$ cat src/rtl/mau_pkg.sv
// -----------------------------------------------------------------------------
// mau_pkg
// Shared definitions for the memory access unit: access-size codes, the
// transaction state encoding and the lane-select width.
// Optional feature macro used by the unit: MAU_RANGE_CHECK_EN.
// -----------------------------------------------------------------------------
package mau_pkg;

    // Access size codes carried on req_size
    localparam logic [1:0] SZ_BYTE = 2'b00;
    localparam logic [1:0] SZ_HALF = 2'b01;
    localparam logic [1:0] SZ_WORD = 2'b10;
    localparam logic [1:0] SZ_RSVD = 2'b11;

    // Byte-lane select width inside a 32-bit word
    localparam int LANE_W = 2;

    // Transaction states
    typedef enum logic [1:0] {
        ST_IDLE  = 2'b00,
        ST_READ  = 2'b01,
        ST_WRITE = 2'b10,
        ST_RESP  = 2'b11
    } mau_state_e;

endpackage

$ cat src/rtl/mau_lane_align.sv
// -----------------------------------------------------------------------------
// mau_lane_align
// Purely combinational lane steering for the memory access unit.
//   i_word   : 32-bit memory word (read data or captured word)
//   i_wdata  : right-justified store data (only the low half is ever merged)
//   i_lane   : byte address within the word (little-endian lanes)
//   i_size   : access size code
//   i_signed : sign-extend sub-word loads
//   o_load   : selected lane, zero/sign extended to 32 bits
//   o_merge  : i_word with the addressed lane replaced by store data
// -----------------------------------------------------------------------------
module mau_lane_align
    import mau_pkg::*;
(
    input  logic [31:0]       i_word,
    input  logic [15:0]       i_wdata,
    input  logic [LANE_W-1:0] i_lane,
    input  logic [1:0]        i_size,
    input  logic              i_signed,
    output logic [31:0]       o_load,
    output logic [31:0]       o_merge
);

    logic [7:0]  w_byte;
    logic [15:0] w_half;

    // Pick the addressed byte and halfword out of the word
    always_comb begin
        w_byte = 8'h00;
        case (i_lane)
            2'd0:    w_byte = i_word[7:0];
            2'd1:    w_byte = i_word[15:8];
            2'd2:    w_byte = i_word[23:16];
            2'd3:    w_byte = i_word[31:24];
            default: w_byte = 8'h00;
        endcase
        if (i_lane[1]) begin
            w_half = i_word[31:16];
        end else begin
            w_half = i_word[15:0];
        end
    end

    // Extend the selected lane into a full load result
    always_comb begin
        o_load = 32'h0000_0000;
        case (i_size)
            SZ_BYTE: o_load = {{24{i_signed & w_byte[7]}}, w_byte};
            SZ_HALF: o_load = {{16{i_signed & w_half[15]}}, w_half};
            SZ_WORD: o_load = i_word;
            default: o_load = 32'h0000_0000;
        endcase
    end

    // Replace only the addressed lane for sub-word stores
    always_comb begin
        o_merge = i_word;
        case (i_size)
            SZ_BYTE: begin
                case (i_lane)
                    2'd0:    o_merge[7:0]   = i_wdata[7:0];
                    2'd1:    o_merge[15:8]  = i_wdata[7:0];
                    2'd2:    o_merge[23:16] = i_wdata[7:0];
                    2'd3:    o_merge[31:24] = i_wdata[7:0];
                    default: o_merge        = i_word;
                endcase
            end
            SZ_HALF: begin
                if (i_lane[1]) begin
                    o_merge[31:16] = i_wdata;
                end else begin
                    o_merge[15:0]  = i_wdata;
                end
            end
            default: o_merge = i_word;
        endcase
    end

endmodule

$ cat src/rtl/mem_access_unit.sv
// -----------------------------------------------------------------------------
// mem_access_unit
// Initiator for a word-only data memory. Takes byte/half/word loads and stores
// one at a time, performs sub-word stores as read-modify-write, and returns
// aligned, extended load data with a one-cycle response pulse.
// Ports:
//   clk, rst_n               : clock, asynchronous active-low reset
//   req_valid/req_ready      : request handshake (ready only in IDLE)
//   req_we/size/signed/addr/wdata : request fields, latched on accept
//   rsp_valid/rsp_rdata/rsp_err   : completion pulse and held result
//   address/Write_data/MemRead/MemWrite/Read_data : memory side
// Optional feature: define MAU_RANGE_CHECK_EN to flag addr[31:2] >= MEM_WORDS
// as an error; otherwise upper address bits pass straight through.
// -----------------------------------------------------------------------------
module mem_access_unit
    import mau_pkg::*;
#(
    parameter int MEM_WORDS = 32
)(
    input  logic        clk,
    input  logic        rst_n,
    input  logic        req_valid,
    output logic        req_ready,
    input  logic        req_we,
    input  logic [1:0]  req_size,
    input  logic        req_signed,
    input  logic [31:0] req_addr,
    input  logic [31:0] req_wdata,
    output logic        rsp_valid,
    output logic [31:0] rsp_rdata,
    output logic        rsp_err,
    output logic [31:0] address,
    output logic [31:0] Write_data,
    output logic        MemRead,
    output logic        MemWrite,
    input  logic [31:0] Read_data
);

`ifdef MAU_RANGE_CHECK_EN
    localparam logic RANGE_CHECK_ON = 1'b1;
`else
    localparam logic RANGE_CHECK_ON = 1'b0;
`endif
    localparam logic [29:0] MEM_WORDS_W = 30'(MEM_WORDS);

    mau_state_e  r_state;
    logic        r_we;
    logic [1:0]  r_size;
    logic        r_signed;
    logic [31:0] r_addr;
    logic [31:0] r_wdata;
    logic [31:0] r_word;
    logic [31:0] r_rdata;
    logic        r_err;

    logic        w_accept;
    logic        w_over_range;
    logic        w_req_err;
    logic        w_word_store;
    logic [31:0] w_align_word;
    logic [31:0] w_load;
    logic [31:0] w_merge;

    assign w_accept     = req_valid & req_ready;
    assign w_over_range = (req_addr[31:2] >= MEM_WORDS_W);
    assign w_req_err    = (req_size == SZ_RSVD)
                        | ((req_size == SZ_HALF) & req_addr[0])
                        | ((req_size == SZ_WORD) & (req_addr[1:0] != 2'b00))
                        | (RANGE_CHECK_ON & w_over_range);
    assign w_word_store = req_we & (req_size == SZ_WORD);

    // Loads extract straight from Read_data during READ; the RMW merge
    // works on the word captured at the end of READ.
    assign w_align_word = (r_state == ST_READ) ? Read_data : r_word;

    mau_lane_align u_lane_align (
        .i_word   (w_align_word),
        .i_wdata  (r_wdata[15:0]),
        .i_lane   (r_addr[LANE_W-1:0]),
        .i_size   (r_size),
        .i_signed (r_signed),
        .o_load   (w_load),
        .o_merge  (w_merge)
    );

    // Transaction FSM, request latches and response registers
    always_ff @(posedge clk or negedge rst_n) begin
        if (!rst_n) begin
            r_state  <= ST_IDLE;
            r_we     <= 1'b0;
            r_size   <= 2'b00;
            r_signed <= 1'b0;
            r_addr   <= 32'h0000_0000;
            r_wdata  <= 32'h0000_0000;
            r_word   <= 32'h0000_0000;
            r_rdata  <= 32'h0000_0000;
            r_err    <= 1'b0;
        end else begin
            case (r_state)
                ST_IDLE: begin
                    if (w_accept) begin
                        r_we     <= req_we;
                        r_size   <= req_size;
                        r_signed <= req_signed;
                        r_addr   <= req_addr;
                        r_wdata  <= req_wdata;
                        if (w_req_err) begin
                            r_state <= ST_RESP;
                            r_rdata <= 32'h0000_0000;
                            r_err   <= 1'b1;
                        end else if (w_word_store) begin
                            r_state <= ST_WRITE;
                        end else begin
                            r_state <= ST_READ;
                        end
                    end
                end
                ST_READ: begin
                    r_word <= Read_data;
                    if (r_we) begin
                        r_state <= ST_WRITE;
                    end else begin
                        r_state <= ST_RESP;
                        r_rdata <= w_load;
                        r_err   <= 1'b0;
                    end
                end
                ST_WRITE: begin
                    r_state <= ST_RESP;
                    r_rdata <= 32'h0000_0000;
                    r_err   <= 1'b0;
                end
                ST_RESP: begin
                    r_state <= ST_IDLE;
                end
                default: begin
                    r_state <= ST_IDLE;
                end
            endcase
        end
    end

    // Ready is held low while reset is asserted, not just while the state is non-IDLE
    assign req_ready  = rst_n & (r_state == ST_IDLE);
    // Strobes decode directly from the async-reset state, so they drop with rst_n
    assign MemRead    = (r_state == ST_READ);
    assign MemWrite   = (r_state == ST_WRITE);
    assign address    = (MemRead | MemWrite) ? {r_addr[31:2], 2'b00} : 32'h0000_0000;
    assign Write_data = MemWrite ? ((r_size == SZ_WORD) ? r_wdata : w_merge)
                                 : 32'h0000_0000;
    assign rsp_valid  = (r_state == ST_RESP);
    assign rsp_rdata  = r_rdata;
    assign rsp_err    = r_err;

endmodule

$ cat config.mk
export PLATFORM = sky130hd
export DESIGN_NAME = mem_access_unit
export DESIGN_NICKNAME = d
export VERILOG_FILES = /design/src/rtl/mau_pkg.sv /design/src/rtl/mau_lane_align.sv /design/src/rtl/mem_access_unit.sv
export SDC_FILE = /design/constraint.sdc
export NUM_CORES = 1
export LEC_CHECK = 0
export CORE_MARGIN = 5
export CORE_UTILIZATION = 26
export DETAILED_ROUTE_END_ITERATION = 12
export PLACE_DENSITY = 0.45
export SETUP_SLACK_MARGIN = 0.4
export SLEW_MARGIN = 25
export SYNTH_ARGS = -nofsm -noshare
export SYNTH_HDL_FRONTEND = slang
export SYNTH_HIERARCHICAL = 1
export SYNTH_SLANG_ARGS = --single-unit
$ cat constraint.sdc
create_clock -name clk -period 6 [get_ports clk]
set_input_delay 1.2 -clock clk [delete_from_list [all_inputs] [get_ports clk]]
set_output_delay 1.2 -clock clk [all_outputs]
set_load 0.01 [all_outputs]
==> key figures, run 1 <==
Timing
  – Final setup violation count: 0
  – Unrepaired setup endpoints after global routing: false
  – Final Hold Viols: 0
  – Fmax: 215 MHz
  – Slew margin rel.: 36.4%
  – Fin crit share: 77.4%
  – Worst Skew: 0.00707 ns
  – Hold_ws: 0.492 ns
  – Setup TNS: 0 ns
  – Slew Limit Fails: 0
  – Min cycle time layout: 4.65 ns
  – Worst-Margin Slew: 0.954 ns
  – Worst setup margin: 1.35 ns

Floorplanning
  – Core Region: 0.0296 sq mm
  – Row count: 63
  – Die Ht: 183 um
  – I/O Pins: 204
  – Die width: 183 um
  – Starting Density: 26.2%
  – Die ar.: 0.0334 sq mm

Clocking
  – Post-CTS Hold Fix Bufs: 0
  – Clock buffer depth: 2
  – CTS sink cnt: 135
  – Clock root buffer master: clkbuf_16
  – CTS tree: built
  – Clk slew on worst S/H paths: 0.07 ns
  – Worst skew pair latency: 0.42 ns
  – H-Tree Depth: 4
  – Post_cts resized: 0
  – Setup repair bufs after CTS: 0
  – CTS buffer count: 17

Global routing
  – First-pass GRT wire length: 39100 um
  – Initial antenna violation count: 1
  – All-Layer GR Usage: 15.2%
  – Largest net degree at the start of global routing: 49
  – Number of global-route vias before repair: 6388
  – Remaining global-route overflow: 0

Synth
  – Synth warn: 6
  – Syn_area_per_cell: 10.8 sq um
  – Mapped Cells: 716
  – Cell taking the most area after synthesis: dfrtp_1
  – Sequential area share after synthesis: 43.6%
  – Synth Cell Area: 0.00775 sq mm
  – Post-synth cell types: 51
  – Area contributors post-synth: dfrtp_1 (44%), mux2_2 (19%), mux2i_1 (6.1%)
  – Synth Register Bits: 135
  – Top-area cell type share of the netlist area: 43.6%

Drt
  – First-pass DRT Iterations: 4
  – DR vias/cell: 4.58
  – Total detailed-routing wirelength: 25400 um
  – Antenna-violating nets left: 0
  – WL per Instance: 19.6 um
  – Drc violations: 0
  – DRT iter0 DRCs: 279
  – Via Count: 5943

Worst hold path
  – Min-delay src: r_addr[7]
  – Worst hold path type: flip-flop to flip-flop
  – Worst Hold End: r_addr[7]
  – Hold Path Depth: 1

Cells and area
  – Util after Layout: 36.0%
  – Final net count: 1002
  – Area delta synth->final: 37.1%
  – ANT cells: 0
  – Fillcell total: 3019
  – Layout cells sized above 1: 21.1%

Run
  – Maxcap violations: 0

Worst setup path
  – Cells on worst reg2reg path: 9
  – R2R Setup Slk: 2.49 ns
  – Kind of critical path: flip-flop to primary output
  – FF-to-FF End: rsp_rdata[10]
  – R2r startpoint: r_state[1]
  – Critical Path Sink Type: primary output
  – Worst path arrival time: 3.45 ns
  – Critical Path Fanout Max: 27
  – Required @ worst endpoint: 4.80 ns
  – Setup crit start kind: flip-flop

Power
  – P per Cell Area: 601 mW/mm^2
  – Leakage power: 4.39 nW
  – Maximum vdd drop: 218 uV

Place
  – Routability congestion estimate: 0.806
  – Place WS: 1.59 ns
  – Input/output buffers: 201
  – HPWL Detailed: 18400 um

Run status
  – Status: completed
-- kinds of logic after synthesis --
family,share of synthesized area [%]
and+or+nand+nor,12.1
muxes,25.7
DFF,43.6
AOI/OAI and AO/OA,11.7
buffers and inverters,6.12
adders and majority gates,0.807
other,0.0484
-- through the flow --
stage / area [sq um] / power [mW] / cells
after detailed placement: 10000 / 5.36 / 1265
after CTS: 10600 / 6.49 / 1297
after global placement: 10000 / 5.35 / 1265
after global routing: 10600 / 6.86 / 1297
final: 10600 / 6.39 / 1297
after floorplan: 7760 / 3.99 / 717
-- where the power goes --
group / internal [mW] / total (mW) / switching [mW]
clock network: 0.657 / 1.09 / 0.432
logic: 1.83 / 3.68 / 1.85
registers: 1.32 / 1.63 / 0.310
-- sequential cells by signal (all words and copies together), names as in the netlist --
register   flops
r_wdata       32
rsp_rdata     32
r_addr        32
r_signed       1
r_size         2
r_state        2
rsp_err        1
r_word        32
r_we           1
-- layout make-up --
type | count | area, sq um | share of cell area [%]
clock buffer | 18 | 429 | 4.04
timing repair buffer | 214 | 2110 | 19.8
multi-input combinational | 490 | 3920 | 36.8
tap | 390 | 488 | 4.59
sequential | 135 | 3380 | 31.8
clock inverter | 14 | 175 | 1.65
inverter | 36 | 135 | 1.27
-- per-layer routing --
metal	up-vias	track usage, %	wire, um
li1	2839	-	-
met1	2933	20.6	11700
met2	155	24.4	11900
met3	14	3.95	1560
met4	2	3.60	235
met5	-	0	11
-- cells in the mapped netlist (all sizes together) --
cell / count
conb: 1
dfrtp: 135
nand2b: 5
a32oi: 1
nand4: 1
buf: 36
o311a: 1
nor4b: 1
and3b: 1
a22oi: 9
o22ai: 7
a21oi: 3
ha: 5
nor3b: 2
nor2b: 9
inv: 36
or3: 1
mux2: 135
nor2: 3
a21boi: 33
a22o: 7
o211ai: 16
a21o: 8
clkbuf: 20
mux2i: 47
o31ai: 1
nand3: 2
nand2: 116
or3b: 1
and2b: 2
and3: 7
nor3: 3
nor4: 1
and4bb: 1
and2: 31
a211oi: 1
a32o: 1
o21ai: 12
a221o: 14
-- worst max path at each step --
stage | from | endpoint | slack (ns) | cells past startpoint
floorplan | r_state[1] | Write_data[14] | 2.48 | 9
global placement | Read_data[14] | Write_data[14] | 1.58 | 7
detailed placement | Read_data[14] | Write_data[14] | 1.59 | 7
CTS | r_state[1] | Write_data[24] | 1.32 | 8
global route | r_state[1] | Write_data[24] | 1.16 | 8
finish | r_state[1] | Write_data[27] | 1.35 | 8
-- worst max-delay path: stages, from the launching register on --
cell	delay (ns)
dfrtp_1	0.41
inv_1	0.11
ha_2	0.61
buf_4	0.34
mux2_2	0.45
a221o_1	0.35
nand2_1	0.07
a21boi_0	0.13
clkdlybuf4s50_1	0.52
-- cells in the final DEF, fill, tap and decap left out, types with 2 or more instances in the layout --
cell,netlist,layout
a21boi_0,32,32
a21o_1,8,8
a21oi_1,2,2
a221o_1,14,14
a22o_1,7,7
a22oi_1,9,9
and2_1,31,31
and3_1,7,7
buf_4,5,13
bufinv_16,0,3
clkbuf_16,0,17
clkdlybuf4s50_1,0,200
clkinv_2,0,2
clkinv_4,0,4
clkinvlp_4,0,3
conb_1,1,2
dfrtp_1,135,135
ha_1,5,3
ha_2,0,2
inv_1,36,36
inv_6,0,2
mux2_1,5,5
mux2_2,129,129
mux2i_1,47,47
nand2_1,115,114
nand2b_1,5,5
nand3_1,2,2
nor2_1,2,2
nor2b_1,9,7
nor2b_2,0,2
nor3_1,3,3
nor3b_4,2,2
o211ai_1,16,16
o21ai_0,8,8
o21ai_1,4,4
o22ai_1,7,7
Note: power is estimated with default switching activity, not from simulation.
==> run 2, diff against run 1 <==
--- a/config.mk
+++ b/config.mk
@@ -8,7 +8,7 @@
 export CORE_MARGIN = 5
 export CORE_UTILIZATION = 26
 export DETAILED_ROUTE_END_ITERATION = 12
-export PLACE_DENSITY = 0.45
+export PLACE_DENSITY = 0.47
 export SETUP_SLACK_MARGIN = 0.4
 export SLEW_MARGIN = 25
 export SYNTH_ARGS = -nofsm -noshare
==> constraint.sdc (replaced) <==
create_clock -name clk -period 3.89 [get_ports clk]
set_input_delay 0.778 -clock clk [delete_from_list [all_inputs] [get_ports clk]]
set_output_delay 0.778 -clock clk [all_outputs]
set_load 0.01 [all_outputs]
==> run 2 against run 1 <==
Net effect:
- count of clock-buffer cells in the layout up 3
- die area unchanged
- worst hold slack worse by 0.0024 ns
- largest power group unchanged
- global-route usage increased by 0.066 points
- non-clock buffer count rose by 25
- clock power up 56%
==> key figures, run 2 (synthesis results as in run 1) <==
Timing
  – Worst-Margin Slew: 0.756 ns (was 0.954 ns)
  – Slew margin rel.: 49.6% (was 36.4%)
  – Fmax: 294 MHz
  – Unrepaired setup endpoints after global routing: false (unchanged)
  – Fin crit share: 87.3%
  – Worst Skew: 0.0114 ns (was 0.00707 ns)
  – Hold_ws: 0.490 ns (was 0.492 ns)
  – Final setup violation count: 0 (unchanged)
  – Final Hold Viols: 0 (unchanged)
  – Worst setup margin: 0.493 ns (was 1.35 ns)
  – Slew Limit Fails: 0 (unchanged)
  – Min cycle time layout: 3.40 ns
  – Setup TNS: 0 ns (unchanged)

Drt
  – Drc violations: 0 (unchanged)
  – DRT iter0 DRCs: 255 (was 279)
  – DR vias/cell: 4.59 (was 4.58)
  – Antenna-violating nets left: 0 (unchanged)
  – Via Count: 6066 (was 5943)
  – WL per Instance: 19.3 um (was 19.6 um)
  – Total detailed-routing wirelength: 25500 um (was 25400 um)
  – First-pass DRT Iterations: 4 (unchanged)

Clocking
  – Worst skew pair latency: 0.42 ns (about the same)
  – CTS sink cnt: 135 (unchanged)
  – Clk slew on worst S/H paths: 0.06 ns (was 0.07 ns)
  – H-Tree Depth: 4 (unchanged)
  – CTS tree: built (unchanged)
  – CTS buffer count: 17 (unchanged)
  – Clock root buffer master: clkbuf_16 (unchanged)
  – Clock buffer depth: 2 (unchanged)

Cells and area
  – Layout cells sized above 1: 23.6% (was 21.1%)
  – Final net count: 1027 (was 1002)
  – Final cell count without fillers: 1322 (was 1297)
  – Fillcell total: 3039 (was 3019)
  – Highest-count cells in the layout ignoring fill and taps: clkdlybuf4s50_1 (175), dfrtp_1 (132), nand2_1 (114), mux2_2 (114), mux2i_1 (47) (was clkdlybuf4s50_1 (200), dfrtp_1 (135), mux2_2 (129))
  – Area delta synth->final: 41.2% (was 37.1%)
  – ANT cells: 0 (unchanged)
  – Util after Layout: 37.0% (was 36.0%)
  – Most common cell after layout, fill and taps aside: clkdlybuf4s50_1 (unchanged)

Global routing
  – Initial antenna violation count: 0 (was 1)
  – Remaining global-route overflow: 0 (unchanged)
  – Number of global-route vias before repair: 6393 (was 6388)
  – First-pass GRT wire length: 39400 um (was 39100 um)
  – All-Layer GR Usage: 15.3% (was 15.2%)
  – Largest net degree at the start of global routing: 57 (was 49)

Place
  – Input/output buffers: 201 (unchanged)
  – HPWL Detailed: 18600 um (was 18400 um)
  – Place WS: 0.335 ns (was 1.59 ns)
  – Placed cells: 1274 (was 1265)
  – Routability congestion estimate: 0.794 (was 0.806)

Worst setup path
  – Worst-path cell chain: inv_2, ha_4, bufbuf_16, mux2_4, a21o_1, nand2_1, a21boi_0, clkdlybuf4s50_1 (was inv_1, ha_2, buf_4, mux2_2, a221o_1, nand2_1, a21boi_0, clkdlybuf4s50_1)
  – WP buf/inv: 3 (unchanged)
  – Crit-path leading delay family: buffers and inverters (unchanged)
  – Worst path slowest cell: clkdlybuf4s50_1 (was ha_2)
  – Critical Path Fanout Max: 14 (was 27)
  – Kind of critical path: flip-flop to primary output (unchanged)
  – Required @ worst endpoint: 3.11 ns (was 4.80 ns)
  – Setup crit start kind: flip-flop (unchanged)
  – Worst path arrival time: 2.62 ns (was 3.45 ns)
  – Critical Path Sink Type: primary output (unchanged)
  – Largest stage delay, worst path: 0.58 ns (was 0.61 ns)
  – R2R Setup Slk: 0.95 ns (was 2.49 ns)

Floorplanning
  – Die width: 183 um (unchanged)
  – Core Region: 0.0296 sq mm (unchanged)
  – Starting Density: 26.2% (unchanged)
  – Row count: 63 (unchanged)
  – Die Ht: 183 um (unchanged)
  – Die ar.: 0.0334 sq mm (unchanged)
  – I/O Pins: 204 (unchanged)

Power
  – Leakage power: 4.76 nW (was 4.39 nW)
  – P per Cell Area: 928 mW/mm^2 (was 601 mW/mm^2)
  – Maximum vdd drop: 309 uV (was 218 uV)

Run
  – Maxcap violations: 0 (unchanged)

Worst hold path
  – Worst hold path type: flip-flop to flip-flop (unchanged)

Run status
  – Status: completed (unchanged)
## run 2: cell types whose count changed in the layout (fill, tap and decap cells not counted), sizes merged, moves of 3 or more
cell,before,now
clkinv,6,3
dlygate4sd2,0,19
clkdlybuf4s50,200,175
dlymetal6s2s,0,5
clkbuf,18,21
buf,14,38
## run 2: worst register-to-register path: cells and delay by family (launching register included)
family                   cells  cell delay (ns)
buffers and inverters        2             0.40
AND/OR/NAND/NOR              1             0.13
flip-flops                   1             0.42
adder cells (fa/ha/maj)      1             0.20
multiplexers                 3             0.82
AO/OA/AOI/OAI                2             0.83
## run 2: per-stage QoR
stage	power, mW	area (sq um)
after floorplan	6.16	7760
after global placement	8.31	10100
after detailed placement	8.32	10100
after CTS	10.2	10900
after global routing	10.9	11000
final	10.2	11000
## run 2: worst paths after layout
check,from,end,cells past startpoint
hold reg to reg,r_addr[3],r_addr[3],1
min in group asynchronous,rst_n,rsp_rdata[19],2
max in group asynchronous,rst_n,r_wdata[0],3
setup reg to reg,r_state[1],rsp_rdata[10],9
setup / recovery,r_state[1],Write_data[11],8
hold / removal,r_addr[3],r_addr[3],1
## run 2: where the power goes
group / internal [mW] / switching, mW / leakage [nW]
Clock: 1.04 / 0.653 / 0.286
Combinational: 3.04 / 2.96 / 2.82
Sequential: 2.04 / 0.424 / 1.66
Total: 6.12 / 4.03 / 4.76
## run 2: cell type report
| class | count | area (sq um) | share of cell area [%] |
|---|---|---|---|
| well taps | 390 | 488 | 4.46 |
| clock buffers | 21 | 460 | 4.20 |
| repair buffers | 239 | 2340 | 21.4 |
| multi-input cells | 490 | 3990 | 36.4 |
| flip-flops and latches | 135 | 3380 | 30.9 |
| clock inverters | 11 | 148 | 1.35 |
| inverters | 36 | 135 | 1.23 |
## run 2: metal layers
metal | track usage [%] | share of wire [%] | up-vias
met4 | 3.39 | 1.3 | 0
li1 | - | - | 2896
met5 | 0 | 0 | -
met3 | 4.46 | 7.0 | 20
met1 | 20.8 | 46 | 2966
met2 | 24.2 | 46 | 184
## run 2: timing repair
item,CTS,global route
buffers inserted,9,6
gates cloned,1,0
endpoints found under the setup margin,32,19
hold buffers,0,0
pin swaps,2,1
gates resized for setup,42,12
==> run 3, diff against run 2 <==
--- a/config.mk
+++ b/config.mk
@@ -6,9 +6,9 @@
 export NUM_CORES = 1
 export LEC_CHECK = 0
 export CORE_MARGIN = 5
-export CORE_UTILIZATION = 26
+export CORE_UTILIZATION = 30
 export DETAILED_ROUTE_END_ITERATION = 12
-export PLACE_DENSITY = 0.47
+export PLACE_DENSITY = 0.53
 export SETUP_SLACK_MARGIN = 0.4
 export SLEW_MARGIN = 25
 export SYNTH_ARGS = -nofsm -noshare
==> run 3 against run 2 <==
Net effect:
- utilization rose by 5.9 points
- non-clock buffer count fell by 8
- clock skew fell by 0.0040 ns
- critical path type is now input port to primary output
- die area fell by 13%
==> key figures, run 3 (synthesis results as in run 1) <==
Clocking
  – Clock root buffer master: clkbuf_16 (unchanged)
  – Post-CTS Hold Fix Bufs: 0 (unchanged)
  – CTS sink cnt: 135 (unchanged)
  – H-Tree Depth: 4 (unchanged)
  – CTS tree: built (unchanged)
  – CTS buffer count: 17 (unchanged)
  – Clk slew on worst S/H paths: 0.06 ns (about the same)
  – Clock buffer depth: 2 (unchanged)
  – Worst skew pair latency: 0.42 ns (about the same)

Cells and area
  – Util after Layout: 42.9% (was 37.0%)
  – Highest-count cells in the layout ignoring fill and taps: clkdlybuf4s50_1 (170), dfrtp_1 (133), nand2_1 (114) (was clkdlybuf4s50_1 (175), dfrtp_1 (132), nand2_1 (114), mux2_2 (114), mux2i_1 (47))
  – Final net count: 1019 (was 1027)
  – ANT cells: 0 (unchanged)
  – Layout cells sized above 1: 23.1% (was 23.6%)
  – Most common cell after layout, fill and taps aside: clkdlybuf4s50_1 (unchanged)
  – Final cell count without fillers: 1254 (was 1322)
  – Area delta synth->final: 40.2% (was 41.2%)

Power
  – Leakage power: 4.87 nW (was 4.76 nW)
  – Maximum vdd drop: 419 uV (was 309 uV)
  – P per Cell Area: 930 mW/mm^2 (was 928 mW/mm^2)
  – Power Total: 10.1 mW (was 10.2 mW)

Timing
  – Final Hold Viols: 0 (unchanged)
  – Slew Limit Fails: 0 (unchanged)
  – Worst Skew: 0.00735 ns (was 0.0114 ns)
  – Slew margin rel.: 51.8% (was 49.6%)
  – Final setup violation count: 0 (unchanged)
  – Unrepaired setup endpoints after global routing: true (was false)
  – Setup TNS: 0 ns (unchanged)
  – Fin crit share: 87.0% (was 87.3%)
  – Min cycle time layout: 3.38 ns (was 3.40 ns)
  – Fmax: 296 MHz (was 294 MHz)
  – Worst-Margin Slew: 0.723 ns (was 0.756 ns)

Drt
  – First-pass DRT Iterations: 7 (was 4)
  – DRT iter0 DRCs: 348 (was 255)
  – Via Count: 6008 (was 6066)
  – WL per Instance: 19.4 um (was 19.3 um)
  – Antenna-violating nets left: 0 (unchanged)
  – Total detailed-routing wirelength: 24300 um (was 25500 um)
  – Drc violations: 0 (unchanged)
  – DR vias/cell: 4.79 (was 4.59)

Global routing
  – Number of global-route vias before repair: 6361 (was 6393)
  – Remaining global-route overflow: 0 (unchanged)
  – First-pass GRT wire length: 37600 um (was 39400 um)
  – Initial antenna violation count: 0 (unchanged)
  – Largest net degree at the start of global routing: 55 (was 57)
  – All-Layer GR Usage: 16.8% (was 15.3%)

Floorplanning
  – Core Region: 0.0253 sq mm (was 0.0296 sq mm)
  – Row count: 58 (was 63)
  – Die Ht: 171 um (was 183 um)
  – Die width: 171 um (was 183 um)
  – Die ar.: 0.0292 sq mm (was 0.0334 sq mm)
  – I/O Pins: 204 (unchanged)
  – Starting Density: 30.6% (was 26.2%)

Worst setup path
  – Critical Path Fanout Max: 7 (was 14)
  – Largest stage delay, worst path: 0.46 ns (was 0.58 ns)
  – Critical Path Sink Type: primary output (unchanged)
  – Most frequent CP cell: mux2_2
  – Worst path arrival time: 2.61 ns (was 2.62 ns)
  – Required @ worst endpoint: 3.11 ns (about the same)
  – Worst path slowest cell: clkdlybuf4s50_1 (unchanged)
  – Worst-path cell chain: clkdlybuf4s50_1, mux2_2, mux2_2, o311a_1, nand2_1, a21boi_0, dlygate4sd2_1 (was inv_2, ha_4, bufbuf_16, mux2_4, a21o_1, nand2_1, a21boi_0, clkdlybuf4s50_1)
  – Setup crit start kind: input port (was flip-flop)
  – WP buf/inv: 2 (was 3)
  – Crit-path leading delay family: buffers and inverters (unchanged)
  – Kind of critical path: input port to primary output (was flip-flop to primary output)

Place
  – Input/output buffers: 201 (unchanged)
  – Routability congestion estimate: 0.806 (was 0.794)
  – HPWL Detailed: 17400 um (was 18600 um)
  – Placed cells: 1212 (was 1274)

Worst hold path
  – Worst hold path type: input port to asynchronous set/reset pin (was flip-flop to flip-flop)

Run
  – Maxcap violations: 0 (unchanged)

Run status
  – Status: completed (unchanged)
==> run 3: cell count changes in the layout (fill, tap and decap cells not counted), moves of 2 or more <==
| cell | delta |
|---|---|
| clkdlybuf4s50_1 | -5 |
| dlymetal6s2s_1 | +8 |
| nor2_2 | -2 |
| buf_4 | -8 |
| dlygate4sd2_1 | -2 |
==> run 3: worst paths after layout <==
check | start | endpoint | slack (ns) | cells after the start
max | Read_data[14] | Write_data[14] | 0.51 | 7
min | rst_n | r_word[21] | 0.25 | 1
max reg2reg | r_state[1] | rsp_rdata[9] | 0.95 | 9
min reg2reg | r_addr[4] | r_addr[4] | 0.48 | 1
max in group asynchronous | rst_n | r_size[1] | 2.53 | 2
min in group clk | r_addr[4] | r_addr[4] | 0.48 | 1
==> run 3: stage by stage <==
stage	cell area [sq um]	hold WS, ns	worst slack, ns
2_1_floorplan	7760	0.456	0.789
3_3_place_gp	10000	0.466	0.302
3_5_place_dp	10000	0.475	0.318
4_1_cts	10800	0.246	0.319
5_1_grt	10900	0.253	0.368
6_report	10900	0.250	0.507
==> run 3: cell type report <==
class                   count  area [sq um]
flip-flops and latches    135          3380
inverters                  36           135
clock inverters            12           174
repair buffers            231          2310
fillers                  2463         14500
multi-input cells         490          4000
well taps                 330           413
clock buffers              20           457
==> run 3: layer usage <==
metal  GRT usage (%)  wire (um)  vias up
met5               0          0        -
met4            3.54        196        0
met3            5.24       1780       11
met2            27.0      11600      155
met1            22.3      10700     2964
li1                -          -     2878
==> run 3: report_power, final <==
group          internal, mW  leakage (nW)  total [mW]  switching [mW]
logic                  3.00          2.91        5.90            2.90
registers              2.03          1.66        2.46           0.424
clock network          1.11         0.298        1.75           0.647
==> run 3: timing repair <==
item / CTS / global route
setup endpoints to repair: 32 / 48
cloned: 1 / 0
pin swaps: 2 / 1
buffers inserted: 4 / 5
resized for setup: 41 / 19
==> patch 1, RTL diff (flow settings as in run 1) <==
Change the package constant `LANE_W` from 2 to 4.
--- a/src/rtl/mau_pkg.sv
+++ b/src/rtl/mau_pkg.sv
@@ -14,5 +14,5 @@
 
     // Byte-lane select width inside a 32-bit word
-    localparam int LANE_W = 2;
+    localparam int LANE_W = 4;
 
     // Transaction states
Formal check against the unedited RTL: not equivalent (a bounded check fails within 4 cycles, from zero or initial values and one cycle with rst_n low).
==> patch 1 against run 1 <==
Synthesized area shrank 1.4%; utilization grew 0.66 points; routed wire length shrank 0.44%; total power grew 0.54%; design area shrank 0.58%; non-clock buffer count shrank 1; sequential power is essentially flat; via count shrank 0.40%; final cell count is essentially flat; sequential cell count is the same; setup slack lost 0.19 ns; critical endpoint is now Write_data[13]; largest power group unchanged.
==> patch 1: results (changes against run 1) <==
- Reg-to-Reg End: rsp_rdata[26]
- Most instantiated cells after synthesis: dfrtp_1, nand2_1, mux2_2
- Maximum fanout along the worst path: 38 (+41%)
- Wl on met1: 11,700 um (about the same)
- Peak supply drop: 0.197 mV (-9.8%)
- Final setup skew: 0.00976 ns (+0.00269 ns)
- Hold path start: r_addr[4]
- Met2 wire length: 12,000 um (+0.39%)
- Hold Path Class: flop to flop
- WL final: 25,300 um (-0.44%)
- Gr usage total: 15.3% (+0.049 points)
- Number of cells on the worst reg-to-reg path: 8 (-1)
- Iteration-0 DRC Markers: 244 (-13%)
- Final period utilization: 80.5% (+3.1 points)
- Met3 WL: 1240 um (-21%)
- Via count: 5,919 (-0.40%)
- Outcome: complete, no violations
- # nets final: 1,007 (+0.50%)
- Uppermost routed layer: met4
- Largest net degree at the start of global routing: 84 (+71%)
- Vias in the first global route: 6,232 (-2.4%)
- Area contributors post-synth: dfrtp_1, mux2_2, nand2_1
- Flop-to-flop setup slack: 2.61 ns (+0.12 ns)
- Leakage power: 4.39 nW (about the same)
- Layout cells sized above 1: 20.0% (-1.1 points)
- Unique masters post-synth: 47 (-7.8%)
- GPL Wtd Cong: 0.761 (-5.6%)
- Post-synthesis sequential area ratio: 44.2% (+0.60 points)
- CP arrival: 3.63 ns (+0.18 ns)
- First-pass GRT wire length: 38,800 um (-0.58%)
- Worst hold endpoint: r_addr[4]
[patch 1: changes by cell type after synthesis, moves of 8 or more]
cell	change
nand3_1	+18
o211ai_1	-16
a221o_1	+15
a21boi_0	+14
mux2i_1	-13
mux2_2	-11
nand2_1	+11
a21o_1	-8
a22oi_1	-8
[patch 1: kinds of logic (layout without fill, tap and decap cells)]
family	Yosys count	count (layout)	share of synthesized area (%)
buffers and inverters	91	281	5.94
multiplexers	160	160	23.1
adder cells (fa/ha/maj)	5	5	0.818
other	1	3	0.0490
flip-flops	135	135	44.2
AO/OA/AOI/OAI	91	91	9.96
AND/OR/NAND/NOR	237	237	15.9
[patch 1: cell type report]
class                      count  area, um2
inverter                      37        139
tap                          384        480
fill                        2977      18300
timing repair buffer         213       2100
clock buffer                  18        439
antenna                        1       2.50
multi-input combinational    495       3830
clock inverter                13        195
sequential                   135       3380
[patch 1: worst max-delay path by stage]
stage,cells after the start,endpoint
final,10,Write_data[13]
after global routing,10,Write_data[13]
after CTS,10,Write_data[13]
after detailed placement,8,Write_data[29]
after global placement,8,Write_data[14]
after floorplan,10,Write_data[15]
[patch 1: layer usage]
layer	vias up	track usage, %
met3	20	3.34
met4	0	4.02
li1	2843	-
met1	2913	20.8
met2	143	24.6
met5	-	0
[patch 1: per-stage QoR]
| stage | area (um2) | hold WS, ns | std cells | setup WS, ns | util (%) |
|---|---|---|---|---|---|
| after floorplan | 7650 | 0.456 | 721 | 2.62 | - |
| after global placement | 9930 | 0.468 | 1264 | 1.48 | 34.4 |
| after detailed placement | 9930 | 0.478 | 1264 | 1.48 | 34.4 |
| after CTS | 10600 | 0.493 | 1295 | 1.13 | 36.6 |
| after global routing | 10600 | 0.509 | 1295 | 0.883 | 36.6 |
| final | 10600 | 0.482 | 1296 | 1.17 | 36.6 |
[patch 1: critical path, stage by stage (launching register included)]
cell and delay, ns:
dfrtp_1 0.41, inv_1 0.11, ha_2 0.80, buf_4 0.30, mux2_2 0.23, nand2_1 0.06
a21boi_0 0.17, a221o_1 0.14, nand2_1 0.06, a21boi_0 0.30, clkdlybuf4s50_1 0.61
[patch 1: report_power, final]
part	switching (mW)	total, mW	internal, mW
sequential	0.280	1.63	1.35
clock	0.438	1.15	0.712
combinational	1.82	3.65	1.83
==> patch 2, RTL diff (flow settings as in run 1) <==
Made on the original files. Re-encode `mau_state_e` (4 states) as one-hot, 4 bits wide.
--- a/src/rtl/mau_pkg.sv
+++ b/src/rtl/mau_pkg.sv
@@ -17,9 +17,9 @@
 
     // Transaction states
-    typedef enum logic [1:0] {
-        ST_IDLE  = 2'b00,
-        ST_READ  = 2'b01,
-        ST_WRITE = 2'b10,
-        ST_RESP  = 2'b11
+    typedef enum logic [3:0] {
+        ST_IDLE  = 4'b0001,
+        ST_READ  = 4'b0010,
+        ST_WRITE = 4'b0100,
+        ST_RESP  = 4'b1000
     } mau_state_e;
 
Formal check against the unedited RTL: same outputs for any inputs over 4 cycles, from zero or initial values and one cycle with rst_n low; so few cycles prove little.
==> patch 2 against run 1 <==
Setup slack better by 0.0095 ns; synthesized area fell by 3.7%; routed wire length grew 2.6%; design area shrank 2.4%; critical endpoint is now Write_data[26]; register-to-register slack got worse by 0.05 ns; sequential cell count increased by 2; largest cell class unchanged; count of clock-buffer cells in the layout shrank 1.
Power is not compared: it rests on default switching activity, and its combinational part moved more than twofold at a synthesized area within 25%.
==> patch 2: results (changes against run 1) <==
- Outcome: complete, no violations
- Worst r2r src: r_state[3]
- Unique masters post-synth: 53 (+3.9%)
- WL final: 26,000 um (+2.6%)
- Hold path start: r_addr[3]
- Final setup skew: 0.0114 ns (+0.00436 ns)
- First-pass GRT wire length: 39,700 um (+1.6%)
- Post-Synth Adder-Cell Area: 0% (-0.81 points)
- Reg-to-Reg End: rsp_rdata[11]
- Maximum fanout along the worst path: 13 (-52%)
- Router iterations before antenna repair: 6 (+2)
- Mean number of vias per cell: 4.76 (+4.0%)
- CP arrival: 3.44 ns (about the same)
- Iteration-0 DRC Markers: 291 (+4.3%)
- Number of cells on the worst reg-to-reg path: 7 (-2)
- Area contributors post-synth: dfrtp_1, mux2_2, nand2_1
- Post-synthesis sequential area ratio: 45.9% (+2.3 points)
- GPL Wtd Cong: 0.754 (-6.4%)
- CP Capture Point: Write_data[26]
- Final period utilization: 77.3% (-0.16 points)
- Most instantiated cells after synthesis: dfrtp_1, mux2_2, nand2_1
- Layout cells sized above 1: 26.5% (+5.5 points)
- Initial antenna violation count: 0 (-1)
- Worst slack, placed: 1.58 ns (-0.000650 ns)
- Gr usage total: 15.8% (+0.62 points)
- Area share of the largest cell type after synthesis: 45.6% (+2.0 points)
- Flop-to-flop setup slack: 2.44 ns (-0.05 ns)
- DP Wirelength: 18,400 um (+0.28%)
- # nets final: 932 (-7.0%)
- Antenna cells: 0 (unchanged)
## patch 2: cell types whose count changed after synthesis, sizes merged, moves of 2 or more
cell | run 1 | this run
a21oi | 3 | 36
nor4b | 1 | 4
nand2 | 116 | 82
o21ai | 12 | 10
a22o | 7 | 39
a21boi | 33 | 0
mux2i | 47 | 14
ha | 5 | 0
clkbuf | 20 | 22
inv | 36 | 2
## patch 2: layout make-up
class                   instances  area [um2]
inverters                       2        7.51
repair buffers                216        2130
clock inverters                14         198
fillers                      2909       18200
flip-flops and latches        137        3430
well taps                     384         480
clock buffers                  17         425
multi-input cells             455        3710
## patch 2: metrics by stage
stage	power (mW)	instance area [um2]	std cells
finish	3.46	10400	1225
global route	3.65	10400	1225
CTS	3.50	10400	1225
detailed placement	2.35	9750	1194
global placement	2.34	9750	1194
floorplan	1.98	7470	652
## patch 2: kinds of logic (layout without fill, tap and decap cells)
logic type             count (synthesis)  count (layout)
AO/OA/AOI/OAI                        145             145
XOR/XNOR                               1               1
buffers and inverters                 60             249
flip-flops                           137             137
multiplexers                         149             149
other                                  1               2
AND/OR/NAND/NOR                      158             158
## patch 2: worst max-delay path, cell delays in order (launching register included)
cell and delay [ns]:
dfrtp_1 0.48, nor4b_4 0.68, buf_4 0.34, mux2_2 0.47
a221o_1 0.35, nand2_1 0.09, a21oi_1 0.11, clkdlybuf4s50_1 0.50
## patch 2: worst min path at each step
stage	endpoint	slack (ns)	depth (start not counted)
finish	r_addr[3]	0.50	1
global route	r_addr[19]	0.52	1
CTS	r_addr[23]	0.50	1
detailed placement	r_addr[23]	0.49	1
global placement	r_addr[2]	0.48	1
floorplan	r_addr[31]	0.47	1
## patch 2: per-layer routing
layer / up-vias / GRT usage [%] / wire length [um]
met5: - / 0 / 0
met3: 7 / 4.41 / 1510
met2: 158 / 25.7 / 12600
li1: 2721 / - / -
met1: 2949 / 21.4 / 11700
met4: 0 / 2.93 / 212
## patch 2: where the power goes
group	switching [mW]	total, mW	internal (mW)	leakage [nW]
clock	0.432	1.13	0.697	0.300
combinational	0.571	1.08	0.513	2.22
sequential	0.138	1.25	1.11	1.73
